**src/rtl/i2c_pkg.sv**
```systemverilog
// Shared types for the register-oriented I2C master: FSM states, bit phases
// and response error codes.
package i2c_pkg;

  typedef enum logic [3:0] {
    IDLE,
    START,
    WR_BIT,
    WR_ACK,
    RSTART,
    RD_BIT,
    RD_ACK,
    STOP,
    DONE
  } state_e;

  typedef enum logic [1:0] {
    Q0,
    Q1,
    Q2,
    Q3
  } phase_e;

  typedef enum logic [1:0] {
    I2C_OK        = 2'd0,
    I2C_NACK_ADDR = 2'd1,
    I2C_NACK_REG  = 2'd2,
    I2C_NACK_DATA = 2'd3
  } err_e;

  function automatic phase_e next_phase(input phase_e p);
    case (p)
      Q0:      return Q1;
      Q1:      return Q2;
      Q2:      return Q3;
      default: return Q0;
    endcase
  endfunction

endpackage

```
**src/rtl/i2c_quarter_timer.sv**
```systemverilog
// Quarter-period timer: divides clk into SCL quarters, tracks the bit phase and
// holds the start of Q1 while a slave stretches SCL low.
module i2c_quarter_timer
  import i2c_pkg::*;
#(
  parameter int unsigned QUARTER_CNT = 63
) (
  input  logic   clk,
  input  logic   rst_n,
  input  logic   run_i,
  input  logic   scl_i,
  output phase_e phase_o,
  output logic   q_end_o
);

  localparam int unsigned CW = (QUARTER_CNT > 1) ? $clog2(QUARTER_CNT) : 1;

  logic [CW-1:0] cnt_q, cnt_d;
  phase_e        phase_q, phase_d;
  logic          stall;

  always_comb begin
    stall   = (phase_q == Q1) && (cnt_q == '0) && !scl_i;
    q_end_o = run_i && !stall && (cnt_q == CW'(QUARTER_CNT - 1));
    cnt_d   = cnt_q;
    phase_d = phase_q;
    if (!run_i) begin
      cnt_d   = '0;
      phase_d = Q0;
    end else if (q_end_o) begin
      cnt_d   = '0;
      phase_d = next_phase(phase_q);
    end else if (!stall) begin
      cnt_d = cnt_q + 1'b1;
    end
  end

  always_ff @(posedge clk or negedge rst_n) begin
    if (!rst_n) begin
      cnt_q   <= '0;
      phase_q <= Q0;
    end else begin
      cnt_q   <= cnt_d;
      phase_q <= phase_d;
    end
  end

  assign phase_o = phase_q;

endmodule

```
**src/rtl/i2c_master.sv**
```systemverilog
// Register-oriented I2C master: single-register write, and random read
// (addr+W, reg, Sr, addr+R, data, NACK) driving open-drain SCL/SDA enables.
module i2c_master
  import i2c_pkg::*;
#(
  parameter int unsigned QUARTER_CNT = 63,
  parameter int unsigned SYNC_STAGES = 2
) (
  input  logic       clk,
  input  logic       rst_n,
  input  logic       cmd_valid,
  output logic       cmd_ready,
  input  logic       cmd_rw,
  input  logic [6:0] cmd_dev_addr,
  input  logic [7:0] cmd_reg_addr,
  input  logic [7:0] cmd_wdata,
  output logic       rsp_valid,
  output logic [7:0] rsp_rdata,
  output logic [1:0] rsp_err,
  output logic       busy,
  input  logic       scl_i,
  output logic       scl_oe,
  input  logic       sda_i,
  output logic       sda_oe
);

  logic [SYNC_STAGES-1:0] scl_sync_q, sda_sync_q;
  logic                   scl_s, sda_s;

  always_ff @(posedge clk or negedge rst_n) begin
    if (!rst_n) begin
      scl_sync_q <= '1;
      sda_sync_q <= '1;
    end else begin
      scl_sync_q[0] <= scl_i;
      sda_sync_q[0] <= sda_i;
      for (int unsigned i = 1; i < SYNC_STAGES; i++) begin
        scl_sync_q[i] <= scl_sync_q[i-1];
        sda_sync_q[i] <= sda_sync_q[i-1];
      end
    end
  end

  assign scl_s = scl_sync_q[SYNC_STAGES-1];
  assign sda_s = sda_sync_q[SYNC_STAGES-1];

  state_e     state_q, state_d;
  logic [1:0] byte_q, byte_d;
  logic [2:0] bit_q, bit_d;
  logic [7:0] sr_q, sr_d;
  logic       ack_q, ack_d;
  logic       tail_q, tail_d;
  err_e       err_q, err_d;
  logic [7:0] rdata_q, rdata_d;
  logic       rw_q, rw_d;
  logic [6:0] dev_q, dev_d;
  logic [7:0] reg_q, reg_d;
  logic [7:0] wdata_q, wdata_d;
  logic       scl_oe_q, scl_oe_d;
  logic       sda_oe_q, sda_oe_d;

  phase_e     phase;
  logic       q_end;
  logic       run;
  logic       scl_low;
  logic       last_q3;
  logic [7:0] tx_byte;

  assign run = (state_q != IDLE) && (state_q != DONE);

  i2c_quarter_timer #(
    .QUARTER_CNT(QUARTER_CNT)
  ) u_timer (
    .clk    (clk),
    .rst_n  (rst_n),
    .run_i  (run),
    .scl_i  (scl_s),
    .phase_o(phase),
    .q_end_o(q_end)
  );

  always_comb begin
    case (byte_q)
      2'd0:    tx_byte = {dev_q, 1'b0};
      2'd1:    tx_byte = reg_q;
      default: tx_byte = rw_q ? {dev_q, 1'b1} : wdata_q;
    endcase
  end

  always_comb begin
    state_d  = state_q;
    byte_d   = byte_q;
    bit_d    = bit_q;
    sr_d     = sr_q;
    ack_d    = ack_q;
    tail_d   = tail_q;
    err_d    = err_q;
    rdata_d  = rdata_q;
    rw_d     = rw_q;
    dev_d    = dev_q;
    reg_d    = reg_q;
    wdata_d  = wdata_q;
    scl_oe_d = 1'b0;
    sda_oe_d = 1'b0;
    scl_low  = (phase == Q0) || (phase == Q3);
    last_q3  = q_end && (phase == Q3);

    case (state_q)
      IDLE: begin
        if (cmd_valid) begin
          rw_d    = cmd_rw;
          dev_d   = cmd_dev_addr;
          reg_d   = cmd_reg_addr;
          wdata_d = cmd_wdata;
          err_d   = I2C_OK;
          byte_d  = 2'd0;
          tail_d  = 1'b0;
          state_d = START;
        end
      end
      START: begin
        sda_oe_d = (phase == Q2) || (phase == Q3);
        scl_oe_d = (phase == Q3);
        if (last_q3) begin
          bit_d   = 3'd7;
          state_d = WR_BIT;
        end
      end
      WR_BIT: begin
        scl_oe_d = scl_low;
        sda_oe_d = ~tx_byte[bit_q];
        if (last_q3) begin
          if (bit_q == 3'd0) state_d = WR_ACK;
          else               bit_d   = bit_q - 3'd1;
        end
      end
      WR_ACK: begin
        scl_oe_d = scl_low;
        if (q_end && (phase == Q2)) ack_d = ~sda_s;
        if (last_q3) begin
          bit_d = 3'd7;
          if (!ack_q) begin
            // The repeated address byte (byte 2 of a read) reports as an address NACK.
            case (byte_q)
              2'd0:    err_d = I2C_NACK_ADDR;
              2'd1:    err_d = I2C_NACK_REG;
              default: err_d = rw_q ? I2C_NACK_ADDR : I2C_NACK_DATA;
            endcase
            state_d = STOP;
          end else if (byte_q == 2'd0) begin
            byte_d  = 2'd1;
            state_d = WR_BIT;
          end else if (byte_q == 2'd1) begin
            byte_d  = 2'd2;
            state_d = rw_q ? RSTART : WR_BIT;
          end else begin
            state_d = rw_q ? RD_BIT : STOP;
          end
        end
      end
      RSTART: begin
        scl_oe_d = scl_low;
        sda_oe_d = (phase == Q2) || (phase == Q3);
        if (last_q3) begin
          bit_d   = 3'd7;
          state_d = WR_BIT;
        end
      end
      RD_BIT: begin
        scl_oe_d = scl_low;
        if (q_end && (phase == Q2)) sr_d = {sr_q[6:0], sda_s};
        if (last_q3) begin
          if (bit_q == 3'd0) state_d = RD_ACK;
          else               bit_d   = bit_q - 3'd1;
        end
      end
      RD_ACK: begin
        scl_oe_d = scl_low;
        if (last_q3) state_d = STOP;
      end
      STOP: begin
        // Second pass through Q0/Q1 is the bus-free tail with both lines released.
        if (!tail_q) begin
          scl_oe_d = (phase == Q0);
          sda_oe_d = (phase != Q3);
          if (last_q3) tail_d = 1'b1;
        end else if (q_end && (phase == Q1)) begin
          if (rw_q && (err_q == I2C_OK)) rdata_d = sr_q;
          state_d = DONE;
        end
      end
      DONE: begin
        state_d = IDLE;
      end
      default: begin
        state_d = IDLE;
      end
    endcase
  end

  always_ff @(posedge clk or negedge rst_n) begin
    if (!rst_n) begin
      state_q  <= IDLE;
      byte_q   <= '0;
      bit_q    <= '0;
      sr_q     <= '0;
      ack_q    <= 1'b0;
      tail_q   <= 1'b0;
      err_q    <= I2C_OK;
      rdata_q  <= '0;
      rw_q     <= 1'b0;
      dev_q    <= '0;
      reg_q    <= '0;
      wdata_q  <= '0;
      scl_oe_q <= 1'b0;
      sda_oe_q <= 1'b0;
    end else begin
      state_q  <= state_d;
      byte_q   <= byte_d;
      bit_q    <= bit_d;
      sr_q     <= sr_d;
      ack_q    <= ack_d;
      tail_q   <= tail_d;
      err_q    <= err_d;
      rdata_q  <= rdata_d;
      rw_q     <= rw_d;
      dev_q    <= dev_d;
      reg_q    <= reg_d;
      wdata_q  <= wdata_d;
      scl_oe_q <= scl_oe_d;
      sda_oe_q <= sda_oe_d;
    end
  end

  assign cmd_ready = (state_q == IDLE);
  assign busy      = (state_q != IDLE);
  assign rsp_valid = (state_q == DONE);
  assign rsp_rdata = rdata_q;
  assign rsp_err   = err_q;
  assign scl_oe    = scl_oe_q;
  assign sda_oe    = sda_oe_q;

endmodule

```
**config.mk**
```make
export PLATFORM = sky130hd
export DESIGN_NAME = i2c_master
export DESIGN_NICKNAME = d
export VERILOG_FILES = /design/src/rtl/i2c_pkg.sv /design/src/rtl/i2c_quarter_timer.sv /design/src/rtl/i2c_master.sv
export SDC_FILE = /design/constraint.sdc
export NUM_CORES = 1
export LEC_CHECK = 0
export ABC_AREA = 1
export BUFFER_PORTS_ARGS = -buffer_cell sky130_fd_sc_hd__buf_2
export CAP_MARGIN = 20
export CORE_MARGIN = 4
export CORE_UTILIZATION = 58
export DETAILED_ROUTE_END_ITERATION = 6
export PLACE_DENSITY = 0.9
export SKIP_CTS_REPAIR_TIMING = 1
export SYNTH_ARGS = -nofsm -noshare
export SYNTH_HDL_FRONTEND = slang
export SYNTH_SLANG_ARGS = --single-unit
```
**constraint.sdc**
```tcl
create_clock -name clk -period 2.25 [get_ports clk]
set_input_delay 0.1125 -clock clk [delete_from_list [all_inputs] [get_ports clk]]
set_output_delay 0.1125 -clock clk [all_outputs]
set_load 0.1 [all_outputs]
```
==> out/metrics.cfg, run 1 <==
[die]
die_area_sq_mm = 0.00719
start_util_pct = 61.0
core_area_sq_mm = 0.00561
io_pins = 44
die_h_um = 84.8
rows = 27
chipWidth_um = 84.8

[timing]
fin_crit_ns = 1.94
tns_ns = 0
fmax_mhz = 515
drv_slew = 0
final-setup-viol-count = 0
max_slew_margin_pct = 43.2
timing.final.crit_share_pct = 86.2
worst_slew_pin_slew_ns = 0.853
worst_hold_slack_ns = -0.00246
layout_setup_ws_ns = 0.310
skew_ns = 0.0110
grt_setup_unrepaired = false
finalHoldViolCount = 2

[worst_setup_path]
crit_type = register to register
path_max_fanout = 16
crit_arrival_ns = 2.16
required_ns = 2.47
critPathLaunchType = register
critPathCaptureType = register

[cts]
ctsLongestPathBuffers = 2
clk_pin_slew_ns = 0.07
htreeDepth = 3
cts.sinks = 67
clkLatencyLatePin_ns = 0.35
cts_made_buffers = 9
root_buffer = clkbuf_8
cts_tree = yes

[synthesis]
synth_area_per_cell_sq_um = 9.24
synthArstFlopShare_pct = 100
syn-num-nets = 408
yosysMostFrequentCell = nand2_1
yosysWarnings = 0
seq_area_frac_synth_pct = 49.2
ys_ff_latch = 67
yosysUniqueCellTypes = 38
synth-main-ff-cell = dfrtp_1
syn_inst = 370
synth_top_area_share_pct = 46.1
yosys.area.top_type = dfrtp_1
synth.area.top_cells = dfrtp_1 46%, nand2_1 8.3%, mux2_4 6.6%, inv_1 5.2%, nand3_1 3.8%
synth_edf_count = 0
syn_area_sq_mm = 0.00342
ys_top_cells_by_count = 76 x nand2_1, 63 x dfrtp_1, 47 x inv_1

[layout]
drive_gt1_share_pct = 26.1
final_core_util_pct = 70.5
regArea_sq_mm = 0.00168
multi_input_area_sq_mm = 0.00148
antenna_cells = 0
final_nets = 469
fillers = 445
syn2layout_area_growth_pct = 15.6

[global_routing]
grt_pass1_wl_um = 12400
grt_pass1_vias = 2661
grt_max_degree = 40
antenna_found_initial = 0
grtUsageTotal_pct = 21.7
grt-ovfl-total = 0

[power_and_ir_drop]
p_per_area_mw_per_mm2 = 1120
p_leak_nw = 2.05
p_total_mw = 4.42
vdd_drop_max_mv = 0.683

[detailed_routing]
viasPerCell = 5.39
first_iter_violations = 281
wirelength_um = 7400
drtPass1Iterations = 6
via_count = 2740
wl_per_cell_um = 14.6
post-route-drc-count = 0
detail-route-antenna-nets = 0

[outcome]
violations = hold timing
status = finished, violations left

[hold_path]
hold_path.class = input pin to register

[placed_design]
io_buffers = 43
dpl.hpwl_um = 5280
dp_slack_ns = 0.327
gp_congestion = 0.887

[job]
max-cap-violations = 0

[kinds of logic after synthesis]
kind of cell,synth area share (%)
flops,49.2
xor+xnor,0.512
compound gates,9.84
fa+ha+maj,3.29
mux,7.24
simple gates,22.3
buf+inv,7.61
[cell usage in the layout (no fill, tap or decap), types with 2 or more instances in the layout]
master / n
dfstp_2: 4
nand4_1: 4
a21oi_2: 2
o21ai_2: 8
mux2_4: 15
nor2_4: 6
nor2_1: 32
nand2_1: 76
ha_1: 9
clkinvlp_4: 2
buf_2: 43
nand3_1: 26
nor2_2: 2
dfrtp_1: 63
nor3_1: 3
o21ai_1: 4
nand2_2: 3
clkinv_2: 3
inv_1: 47
a21oi_1: 14
o31ai_1: 2
buf_4: 4
mux2_2: 2
a22oi_1: 3
clkbuf_1: 2
clkbuf_8: 9
inv_2: 4
nand2_4: 2
o21ai_0: 20
dlygate4sd3_1: 10
[where the power goes]
part           internal, mW  switching, mW
combinational         0.659           1.16
clock                 0.394          0.458
sequential             1.52          0.224
total                  2.57           1.85
[cell type report]
cell class / instances / area share (%)
clock buffers: 11 / 3.32
repair buffers: 57 / 8.73
well taps: 72 / 2.28
clock inverters: 5 / 0.759
flip-flops and latches: 67 / 42.5
multi-input cells: 244 / 37.4
inverters: 52 / 5.00
[path summary, 6_finish.rpt]
kind / startpoint / end / slack [ns] / depth (start not counted)
setup / recovery: u_timer.cnt_q[0] / rsp_rdata[7] / 0.31 / 9
hold / removal: cmd_reg_addr[0] / reg_q[0] / -0.002 / 2
setup reg to reg: u_timer.cnt_q[0] / rsp_rdata[7] / 0.31 / 9
hold reg to reg: scl_sync_q[0] / scl_sync_q[1] / 0.36 / 0
max in group asynchronous: rst_n / sda_sync_q[0] / 1.09 / 3
min in group asynchronous: rst_n / reg_q[6] / 0.40 / 2
[worst max-delay path: stages (launching register included)]
cell	delay, ns
dfrtp_1	0.40
inv_1	0.13
ha_1	0.16
nand3_1	0.11
nor2_4	0.13
nand2_4	0.08
inv_4	0.09
nand4_2	0.42
nand2_1	0.22
o21ai_2	0.07
[routing by layer]
metal  part of all wire (%)  track usage (%)
met5                      0                0
met4                    1.9             7.48
met2                     50             35.8
met1                     41             27.8
met3                    7.5             5.30
[through the flow]
stage,std cells,cell area [sq um]
6_report,508,3950
5_1_grt,508,3950
4_1_cts,498,3850
3_5_place_dp,482,3690
3_3_place_gp,482,3690
2_1_floorplan,370,3420
[state kept, by name, indices dropped and copies added (netlist names), 3 cells and up]
signal / flops
u_timer.cnt_q: 6
state_q: 4
sr_q: 8
reg_q: 8
wdata_q: 8
dev_q: 7
rsp_rdata: 8
bit_q: 3
Note: power is estimated with default switching activity, not from simulation.
==> inputs of run 2 (changes only) <==
- clock period: 2.25 -> 1.92 ns (I/O delays scaled with it)
==> out/metrics.cfg, run 2 (same netlist as run 1, synthesis figures left out) <==
[cts]
ctsLongestPathBuffers = 2  ; unchanged
cts.sinks = 67  ; unchanged
cts_made_buffers = 9  ; unchanged
cts_tree = yes
clkLatencyLatePin_ns = 0.36  ; about the same
htreeDepth = 3  ; unchanged
clk_pin_slew_ns = 0.08  ; about the same
root_buffer = clkbuf_8

[layout]
antenna_cells = 0  ; unchanged
final_common_cell = nand2_1
drive_gt1_share_pct = 26.6  ; +0.42 points
fillers = 393  ; -12%
final_nets = 481  ; +2.6%
mostFrequentLayoutCells = 75 x nand2_1, 63 x dfrtp_1, 47 x inv_1, 43 x buf_2, 31 x nor2_1
syn2layout_area_growth_pct = 21.4

[placed_design]
io_buffers = 43  ; unchanged
dp_slack_ns = 0.135  ; -0.192 ns
gp_congestion = 0.894  ; +0.87%
dpl.hpwl_um = 5210  ; -1.3%

[timing]
worst_slew_pin_slew_ns = 0.548  ; -0.304 ns
final-setup-viol-count = 0  ; unchanged
timing.final.crit_share_pct = 97.3  ; +11 points
layout_setup_ws_ns = 0.0522  ; -0.258 ns
max_slew_margin_pct = 63.4  ; +20 points
fmax_mhz = 535  ; +3.9%
skew_ns = 0.0114  ; +0.000373 ns
finalHoldViolCount = 0  ; -2
drv_slew = 0  ; unchanged
fin_crit_ns = 1.87  ; -0.0722 ns

[detailed_routing]
via_count = 2905  ; +6.0%
viasPerCell = 5.59  ; +3.6%
post-route-drc-count = 0  ; unchanged
detail-route-antenna-nets = 0  ; unchanged
first_iter_violations = 362  ; +29%
drtPass1Iterations = 5  ; -1
wirelength_um = 8420  ; +14%
wl_per_cell_um = 16.2  ; +11%

[job]
max-cap-violations = 0  ; unchanged

[global_routing]
grt-ovfl-total = 0  ; unchanged
grt_pass1_vias = 2660  ; -0.038%
grt_max_degree = 44  ; +10%
grt_pass1_wl_um = 12600  ; +1.9%
grtUsageTotal_pct = 22.3  ; +0.68 points
antenna_found_initial = 0  ; unchanged

[hold_path]
hold_depth = 3  ; +1
min_to = reg_q[7]
hold_path.class = input pin to register
min_from = cmd_reg_addr[7]

[outcome]
status = completed

[worst_setup_path]
regToRegStartpoint = u_timer.cnt_q[0]
crit_type = register to register
critPathLaunchType = register
r2r_setup_slack_ns = 0.05  ; -0.26 ns
critPathCaptureType = register
path_max_fanout = 5  ; -11
r2r-end = byte_q[0]
r2r_cells = 10  ; +1
cp-startpoint = u_timer.cnt_q[0]
required_ns = 2.19  ; -0.28 ns
crit_arrival_ns = 2.14  ; -0.02 ns

[die]
start_util_pct = 61.0  ; unchanged
die_area_sq_mm = 0.00719  ; unchanged
core_area_sq_mm = 0.00561  ; unchanged
chipWidth_um = 84.8  ; unchanged
die_h_um = 84.8  ; unchanged
io_pins = 44  ; unchanged
rows = 27  ; unchanged

[power_and_ir_drop]
vdd_drop_max_mv = 0.678  ; -0.85%
p_per_area_mw_per_mm2 = 1360  ; +22%
p_leak_nw = 2.13  ; +3.9%
p_total_mw = 5.66  ; +28%

-- run 2: cell types whose count changed in the layout (fill, tap and decap cells not counted), moves of 2 or more --
cell / previous run / this run
clkinv_2: 3 / 1
bufinv_16: 0 / 2
inv_6: 0 / 2
clkbuf_1: 2 / 0
dlygate4sd3_1: 10 / 22
-- run 2: power by group --
part | total (mW) | internal, mW | switching [mW] | leakage (nW)
Sequential | 2.06 | 1.78 | 0.282 | 0.851
Combinational | 2.27 | 0.798 | 1.47 | 1.17
Clock | 1.32 | 0.739 | 0.585 | 0.110
-- run 2: layout make-up --
| type | instances | area (sq um) | area share (%) |
|---|---|---|---|
| Clock buffer | 9 | 124 | 2.98 |
| Clock inverter | 7 | 98.8 | 2.38 |
| Inverter | 52 | 198 | 4.76 |
| Multi-Input combinational cell | 244 | 1500 | 36.0 |
| Sequential cell | 67 | 1680 | 40.5 |
| Tap cell | 72 | 90.1 | 2.17 |
| Timing Repair Buffer | 69 | 465 | 11.2 |
-- run 2: how the worst max path moves through the flow --
| stage | slack (ns) | cells past startpoint | end |
|---|---|---|---|
| after floorplan | -0.43 | 7 | byte_q[0] |
| after global placement | 0.20 | 8 | rsp_err[0] |
| after detailed placement | 0.13 | 8 | rsp_err[0] |
| after CTS | 0.06 | 8 | rsp_err[0] |
| after global routing | -0.1 | 10 | byte_q[0] |
| final | 0.05 | 10 | byte_q[0] |
-- run 2: critical path, stage by stage, from the launching register on --
cell	delay, ns
dfrtp_1	0.40
inv_1	0.12
ha_1	0.16
nand3_1	0.12
nor2_4	0.13
nand2_4	0.08
nor2_4	0.18
nand2_2	0.14
a21oi_2	0.25
nand3_1	0.10
o21ai_0	0.09
-- run 2: through the flow --
step	setup TNS, ns	hold WS, ns	instance area (sq um)	std cells	utilization [%]
floorplan	-1.18	-0.200	3420	370	-
global placement	0	0.102	3690	482	65.9
detailed placement	0	0.108	3690	482	65.9
CTS	0	-0.266	3920	498	69.9
global route	-0.188	0.0146	4150	520	74.1
finish	0	0.0106	4150	520	74.1
-- run 2: metal layers --
layer	up-vias	global-route usage, %	routed length (um)
met1	1358	27.6	3180
met3	48	7.85	703
met4	0	8.78	420
li1	1338	-	-
met5	-	0	0
met2	161	35.9	4120
==> inputs of run 3 (changes only) <==
- HOLD_SLACK_MARGIN: not set -> 0.15
- RECOVER_POWER: not set -> 100
==> out/metrics.cfg, run 3 (same netlist as run 1, synthesis figures left out) <==
[layout]
mostFrequentLayoutCells = 75 x nand2_1, 63 x dfrtp_1, 47 x inv_1, 31 x nor2_1, 30 x buf_2
final_nets = 486  ; +1.0%
fillers = 380  ; -3.3%
stdcell_count = 525  ; +0.96%
final_common_cell = nand2_1
drive_gt1_share_pct = 25.4  ; -1.2 points
final_core_util_pct = 74.8  ; +0.71 points
syn2layout_area_growth_pct = 22.6
antenna_cells = 0  ; unchanged
multi_input_area_sq_mm = 0.00150  ; unchanged
regArea_sq_mm = 0.00168  ; unchanged

[worst_setup_path]
regToRegStartpoint = u_timer.cnt_q[0]
critPathCaptureType = output port
path_max_fanout = 6  ; +1
cp-startpoint = state_q[0]
crit_arrival_ns = 1.75  ; -0.39 ns
critPathLaunchType = register
critPathMaxStageDelay_ns = 0.48  ; +0.08 ns
critPathTopFamily = buffers and inverters
path_cells = inv_1, nand2_1, nor2_4, buf_2
required_ns = 1.82  ; -0.37 ns
path_buf_inv = 2  ; +1
critical_path.slowest_cell = buf_2
crit_type = register to output port

[detailed_routing]
wirelength_um = 8860  ; +5.1%
wl_per_cell_um = 16.9  ; +4.1%
via_count = 3009  ; +3.6%
detail-route-antenna-nets = 0  ; unchanged
drtPass1Iterations = 7  ; +2
post-route-drc-count = 0  ; unchanged
first_iter_violations = 352  ; -2.8%
viasPerCell = 5.73  ; +2.6%

[global_routing]
grt-ovfl-total = 0  ; unchanged
grt_pass1_vias = 2660  ; unchanged
grt_pass1_wl_um = 12600  ; unchanged
antenna_found_initial = 0  ; unchanged
grt_max_degree = 44  ; unchanged
grtUsageTotal_pct = 22.3  ; unchanged

[timing]
final-setup-viol-count = 0  ; unchanged
drv_slew = 0  ; unchanged
fmax_mhz = 543  ; +1.4%
max_slew_margin_pct = 9.55  ; -54 points
timing.final.crit_share_pct = 95.9  ; -1.4 points
worst_slew_pin_slew_ns = 1.36  ; +0.808 ns
fin_crit_ns = 1.84  ; -0.0259 ns
layout_setup_ws_ns = 0.0782  ; +0.0259 ns
finalHoldViolCount = 0  ; unchanged
worst_hold_slack_ns = 0.288  ; +0.277 ns
skew_ns = 0.0104  ; -0.00103 ns

[hold_path]
min_from = cmd_valid
hold_path.class = input pin to register

[cts]
ctsLongestPathBuffers = 2  ; unchanged
cts_made_buffers = 9  ; unchanged
root_buffer = clkbuf_8
clk_pin_slew_ns = 0.08  ; about the same
cts_tree = yes
htreeDepth = 3  ; unchanged
cts.sinks = 67  ; unchanged
clkLatencyLatePin_ns = 0.36  ; about the same

[die]
start_util_pct = 61.0  ; unchanged
core_area_sq_mm = 0.00561  ; unchanged
io_pins = 44  ; unchanged
die_area_sq_mm = 0.00719  ; unchanged
rows = 27  ; unchanged
chipWidth_um = 84.8  ; unchanged
die_h_um = 84.8  ; unchanged

[outcome]
status = completed

[placed_design]
placed_cells = 482  ; unchanged
io_buffers = 43  ; unchanged
gp_congestion = 0.894  ; unchanged
dp_slack_ns = 0.135  ; unchanged
dpl.hpwl_um = 5210  ; unchanged

[power_and_ir_drop]
p_leak_nw = 2.13  ; -0.11%
pwr-share-seq_pct = 36.4  ; about the same
internal_power_mw = 3.32  ; about the same
p_switching_mw = 2.37  ; +1.4%
p_per_area_mw_per_mm2 = 1360  ; -0.39%
p_clk_share_pct = 23.3  ; about the same
p_sw_share_pct = 41.7  ; +0.35 points
combinationalPowerShare_pct = 40.3  ; +0.2 points
vdd_drop_max_mv = 0.720  ; +6.3%

[job]
max-cap-violations = 0  ; unchanged

-- run 3: area by class of cell --
cell class	instances	area share, %
flip-flops and latches	67	40.1
repair buffers	74	12.1
multi-input cells	244	35.7
well taps	72	2.15
inverters	52	4.72
clock inverters	7	2.36
clock buffers	9	2.95
-- run 3: final timing paths --
check,endpoint,slack [ns],cells after the start
setup / recovery,cmd_ready,0.08,4
hold / removal,wdata_q[3],0.29,3
setup reg to reg,byte_q[0],0.12,10
hold reg to reg,sda_sync_q[1],0.36,0
max in group asynchronous,dev_q[2],0.44,3
min in group asynchronous,rsp_err[0],0.57,3
-- run 3: per-stage QoR --
step	setup TNS, ns	area, sq um	power (mW)
after CTS	0	3920	5.51
after global routing	-0.0390	4190	5.97
after global placement	0	3690	4.06
after detailed placement	0	3690	4.16
after floorplan	-1.18	3420	3.73
final	0	4190	5.69
-- run 3: worst reg2reg max path, stage by stage, from the launching register on --
cell and delay (ns):
dfrtp_1 0.41, inv_1 0.13, ha_1 0.16, nand3_1 0.12
nor2_4 0.13, nand2_4 0.08, nor2_4 0.18, nand2_2 0.12
a21oi_2 0.22, nand3_1 0.09, o21ai_0 0.09
-- run 3: metal layers --
layer	global-route usage, %	vias up	part of all wire, %
li1	-	1351	-
met5	0	-	0
met3	7.85	53	8.9
met1	27.6	1393	38
met2	35.9	212	48
met4	8.78	0	4.8
-- run 3: power groups by stage --
stage,Clock (mW),Sequential (mW),Combinational [mW]
after floorplan,0,2.09,1.64
after global placement,0,2.03,2.03
after detailed placement,0,2.05,2.10
after CTS,1.34,2.04,2.14
after global routing,1.41,2.10,2.46
final,1.33,2.07,2.29
